===== config.mk =====
export PLATFORM = sky130hd
export DESIGN_NAME = alu_mul_seq
export DESIGN_NICKNAME = d
export VERILOG_FILES = /design/src/rtl/alu_mul_seq.sv
export SDC_FILE = /design/constraint.sdc
export NUM_CORES = 1
export LEC_CHECK = 0
export CAP_MARGIN = 40
export CORE_MARGIN = 2
export CORE_UTILIZATION = 55
export CTS_BUF_LIST = sky130_fd_sc_hd__clkbuf_4 sky130_fd_sc_hd__clkbuf_8 sky130_fd_sc_hd__clkbuf_16
export CTS_CLUSTER_SIZE = 12
export DETAILED_ROUTE_END_ITERATION = 16
export MAX_ROUTING_LAYER = met4
export PLACE_DENSITY = 0.83
export SYNTH_ARGS = -nofsm -noshare
export SYNTH_HDL_FRONTEND = slang
export SYNTH_SLANG_ARGS = --single-unit

===== constraint.sdc =====
create_clock -name clk -period 28.5 [get_ports clk]
set_clock_uncertainty 0.2 [all_clocks]
set_input_delay 5.7 -clock clk [delete_from_list [all_inputs] [get_ports clk]]
set_output_delay 5.7 -clock clk [all_outputs]
set_load 0.02 [all_outputs]

===== src/rtl/alu_mul_seq.sv =====
// ---------------------------------------------------------------------------
// alu_mul_seq -- iterative unsigned shift-add multiplier for the Beta ALU MUL.
//
// One WIDTH-bit ripple adder built from full_adder cells is reused once per
// cycle to accumulate partial products, LSB of the multiplier first. A result
// is ready WIDTH+1 cycles after start is accepted. The low WIDTH bits of the
// product are also the two's-complement signed product.
//
// Ports (alu_mul_seq):
//   clk      in   1        rising-edge clock
//   reset    in   1        synchronous, active-high reset
//   start    in   1        request; a and b are sampled when accepted
//   a        in   WIDTH    multiplicand (unsigned)
//   b        in   WIDTH    multiplier (unsigned)
//   busy     out  1        high while iterating
//   done     out  1        one-cycle pulse; product valid in this cycle
//   product  out  2*WIDTH  {hi,lo} result; held until the next result
//
// Ports (full_adder):
//   i_a, i_b, i_cin  in   1   addend bits and carry in
//   o_sum, o_cout    out  1   sum bit and carry out
// ---------------------------------------------------------------------------

module full_adder (
    input  logic i_a,
    input  logic i_b,
    input  logic i_cin,
    output logic o_sum,
    output logic o_cout
);
    assign o_sum  = i_a ^ i_b ^ i_cin;
    assign o_cout = (i_a & i_b) | (i_cin & (i_a ^ i_b));
endmodule

module alu_mul_seq #(
    parameter int WIDTH = 32,
    parameter int CNT_W = 6
) (
    input  logic                 clk,
    input  logic                 reset,
    input  logic                 start,
    input  logic [WIDTH-1:0]     a,
    input  logic [WIDTH-1:0]     b,
    output logic                 busy,
    output logic                 done,
    output logic [2*WIDTH-1:0]   product
);
    typedef enum logic [1:0] {
        S_IDLE = 2'd0,
        S_RUN  = 2'd1,
        S_DONE = 2'd2
    } state_t;

    state_t             r_state;
    logic [WIDTH-1:0]   r_mcand;
    logic [WIDTH-1:0]   r_mq;
    logic [WIDTH-1:0]   r_acc;
    logic [CNT_W-1:0]   r_cnt;

    logic [WIDTH-1:0]   w_addend;
    logic [WIDTH-1:0]   w_sum;
    logic [WIDTH:0]     w_carry;
    logic [2*WIDTH-1:0] w_next;
    logic               w_last;

    // Partial product for this step: the multiplicand if the current
    // multiplier LSB is set, otherwise nothing.
    assign w_addend   = r_mq[0] ? r_mcand : '0;
    assign w_carry[0] = 1'b0;

    for (genvar i = 0; i < WIDTH; i++) begin : g_ripple
        full_adder u_fa (
            .i_a    (r_acc[i]),
            .i_b    (w_addend[i]),
            .i_cin  (w_carry[i]),
            .o_sum  (w_sum[i]),
            .o_cout (w_carry[i+1])
        );
    end

    // {carry, sum, mq} shifted right by one. The carry out of the adder is
    // the WIDTH+1-th accumulator bit; it only exists for one cycle because
    // the shift immediately moves it into the top of the stored accumulator.
    // The bit shifted out of mq (already consumed) is dropped.
    assign w_next = {w_carry[WIDTH], w_sum, r_mq[WIDTH-1:1]};
    assign w_last = (r_cnt == CNT_W'(WIDTH - 1));

    // NOTE: all state uses non-blocking assignments so every register sees
    // the pre-edge values of the others, independent of statement order.
    always_ff @(posedge clk) begin
        if (reset) begin
            // NOTE: reset is synchronous, so it is just the highest-priority
            // branch of the clocked block; no reset term in the sensitivity list.
            r_state <= S_IDLE;
            r_mcand <= '0;
            r_mq    <= '0;
            r_acc   <= '0;
            r_cnt   <= '0;
            busy    <= 1'b0;
            done    <= 1'b0;
            product <= '0;
        end else begin
            done <= 1'b0;
            case (r_state)
                S_IDLE, S_DONE: begin
                    if (start) begin
                        r_state <= S_RUN;
                        r_mcand <= a;
                        r_mq    <= b;
                        r_acc   <= '0;
                        r_cnt   <= '0;
                        busy    <= 1'b1;
                    end else begin
                        r_state <= S_IDLE;
                    end
                end
                S_RUN: begin
                    // start is deliberately ignored here: no queueing.
                    {r_acc, r_mq} <= w_next;
                    r_cnt         <= r_cnt + 1'b1;
                    if (w_last) begin
                        r_state <= S_DONE;
                        busy    <= 1'b0;
                        done    <= 1'b1;
                        product <= w_next;
                    end
                end
                default: begin
                    r_state <= S_IDLE;
                    busy    <= 1'b0;
                end
            endcase
        end
    end
endmodule

==> results.ini <==
[outcome]
status=complete, no violations

[clock_network]
insertion_delay_ns=0.42
htreeDepth=4
cts_setup_buffers=0
cts_hold_buffers=0
root_buffer=clkbuf_16
clk_pin_slew_ns=0.06
clock_path_buffers=2
cts_tree=built
post_cts_resize_count=0
cts.sinks=170
cts_inserted_buffers=17

[worst_setup_path]
reg2regPathDepth=37
critPathCaptureType=register
cp-startpoint=r_mq[0]
critPathSlowestCell=dfxtp_1
crit_top_cell=fa_1
cp.arrival_ns=16.31
worst_ep_required_time_ns=28.61
max_stage_delay_ns=0.70
crit_path_max_fanout=18
criticalPathCategory=reg -> reg
start_kind=register
r2r-start=r_mq[0]

[min_path]
hold_start=r_mcand[0]
min_path_type=reg -> reg
min_path_cells=2

[placement]
dpl.hpwl_mm=10.77
routabilityCongestion=0.7621
port_buffers=132

[cells_and_area]
drive_above_1_share=0.08673
nFillCells=1075
syn_to_final_growth_pct=24.46
utilization=0.6958
seq_area_um2=3403
multiInputGateArea_um2=3851
fin_nets=1044
num_antenna_cells=0

[synthesis]
ys_seq_area_frac=0.4403
synthCells=854
synth.mux.area_fraction=0.1031
avgSynthCellArea_um2=9.051
syn_nets=954
synth_adder_area_share=0.08352
synth_simple_gate_area_frac=0.2023
synth_cell_types=33
mappedNetlistArea_um2=7730
synth_top_family_by_area=simple AND/OR/NAND/NOR gates
ys_ff_latch=170
synth_compound_area_frac=0.1052
synth-xor-area-share=0
yosys_warnings=0

[sta]
hold_slack_ns=0.2498
max_freq_mhz=61.76
setup_viol=0
fin_crit_ns=16.19
hold_viol=0
setup_tns_ns=0
slew_headroom=0.4331
slew_violations=0
tightest_slew_ns=0.8503
rsz0062_at_grt=false
fin_crit_sh=0.5682

[global_routing]
grt_antenna_before_repair=0
grt_pass1_vias=5875
grt_start_max_net_pins=83
grt_usage=0.2463
grt_pass1_wl_mm=28.26
overflow=0

[pwr]
p_leak_nw=3.126
switching_share=0.2318
pwr-share-clk=0.435
intPower_uw=397.0
ir_drop_v=0.00004051
comb_power_share=0.082
power_switching_uw=119.8
power_density_nw_per_um2=53.72
p_total_uw=516.9
pwr-share-seq=0.483

[floorplan]
die_x_um=122.6
initial_core_util=0.5590
fp.dieH_um=122.6
fp.dieArea_um2=15020
core_area_um2=13830
rows=43
io_pins=133

[routing]
wl_per_cell_um=15.11
first_iter_violations=398
antenna_left=0
drc=0
firstDrtPassIters=5
viasPerCell=5.371
routed_wl_mm=17.18
route.vias.total=6107

[flow_run]
cap_violations=0

[stage by stage]
step	setup slack, ns	cells	instance area [um^2]
after CTS	12.19	1137	9620
after global placement	12.31	1101	8971
after global routing	11.77	1137	9620
after detailed placement	12.35	1105	9046
after floorplan	13.24	854	7730
final	12.31	1137	9620
[layout make-up]
type	instances	area share
Clock buffer	23	0.04955
Inverter	34	0.01327
Timing Repair Buffer	142	0.1496
Sequential cell	170	0.3538
Clock inverter	9	0.01014
Multi-Input combinational cell	579	0.4003
Tap cell	180	0.02341
[state kept, by name (all words and copies together) (netlist names)]
register and cells:
r_acc 32, busy 1, r_cnt 6, product 64, r_mcand 32, r_state 2, r_mq 32, done 1
[power by group through the flow]
stage          Sequential (mW)  Combinational [mW]  Clock [mW]
2_1_floorplan            0.253              0.0261           0
3_3_place_gp             0.255              0.0396           0
3_5_place_dp             0.255              0.0422           0
4_1_cts                  0.250              0.0424       0.228
5_1_grt                  0.250              0.0464       0.238
6_report                 0.250              0.0422       0.225
[kinds of logic (layout without fill, tap and decap cells)]
family          after synthesis  in the layout
buf+inv                     105            208
simple gates                340            340
fa+ha+maj                    33             33
compound gates              141            141
mux                          65             65
flops                       170            170
[critical path, delay by kind of cell (launching register included)]
| family | cells | cell delay, ns |
|---|---|---|
| adder cells (fa/ha/maj) | 32 | 14.44 |
| buffers and inverters | 2 | 0.28 |
| flip-flops | 1 | 0.70 |
| multiplexers | 1 | 0.26 |
| AND/OR/NAND/NOR | 2 | 0.19 |
[layer usage]
metal / wire (um) / GRT usage
met1: 7465 / 0.3030
met2: 8355 / 0.3889
met3: 1098 / 0.06691
met4: 261 / 0.09124
met5: 0 / -
[placed cells by master (no fill, tap or decap), types with 33 or more instances in the layout]
master,n
nand3_1,69
a21oi_1,100
inv_1,33
clkdlybuf4s50_1,131
nor2_1,34
dfxtp_1,170
nand2b_1,33
nand2_1,160
[cell usage after synthesis, drive strengths merged]
| master | number | area [um^2] |
|---|---|---|
| nand3 | 70 | 355.3 |
| or3 | 1 | 6.260 |
| clkbuf | 30 | 112.6 |
| o311ai | 1 | 8.760 |
| inv | 34 | 127.6 |
| nand3b | 1 | 7.510 |
| nor3 | 1 | 10.01 |
| nor2 | 34 | 127.6 |
| a211oi | 1 | 7.510 |
| nand2 | 160 | 600.6 |
| nand2b | 35 | 219.0 |
| ha | 2 | 25.02 |
| nand4 | 1 | 6.260 |
| and2 | 1 | 6.260 |
| o41ai | 2 | 17.52 |
| fa | 31 | 620.6 |
| a22oi | 32 | 240.2 |
| nor2b | 34 | 212.7 |
| a31oi | 1 | 6.260 |
| o31ai | 2 | 15.01 |
| buf | 41 | 266.5 |
| dfxtp | 170 | 3403 |
| o2111ai | 2 | 17.52 |
| a21oi | 100 | 500.5 |
| mux2i | 32 | 320.3 |
| mux2 | 33 | 476.7 |
| nor4 | 2 | 12.51 |
[worst paths after layout]
check / end / slack, ns
worst min register to register: r_mcand[0] / 0.25
worst max register to register: product[62] / 12.31
worst min-delay path: r_mcand[0] / 0.25
worst max-delay path: product[62] / 12.31
Note: power is estimated with default switching activity, not from simulation.
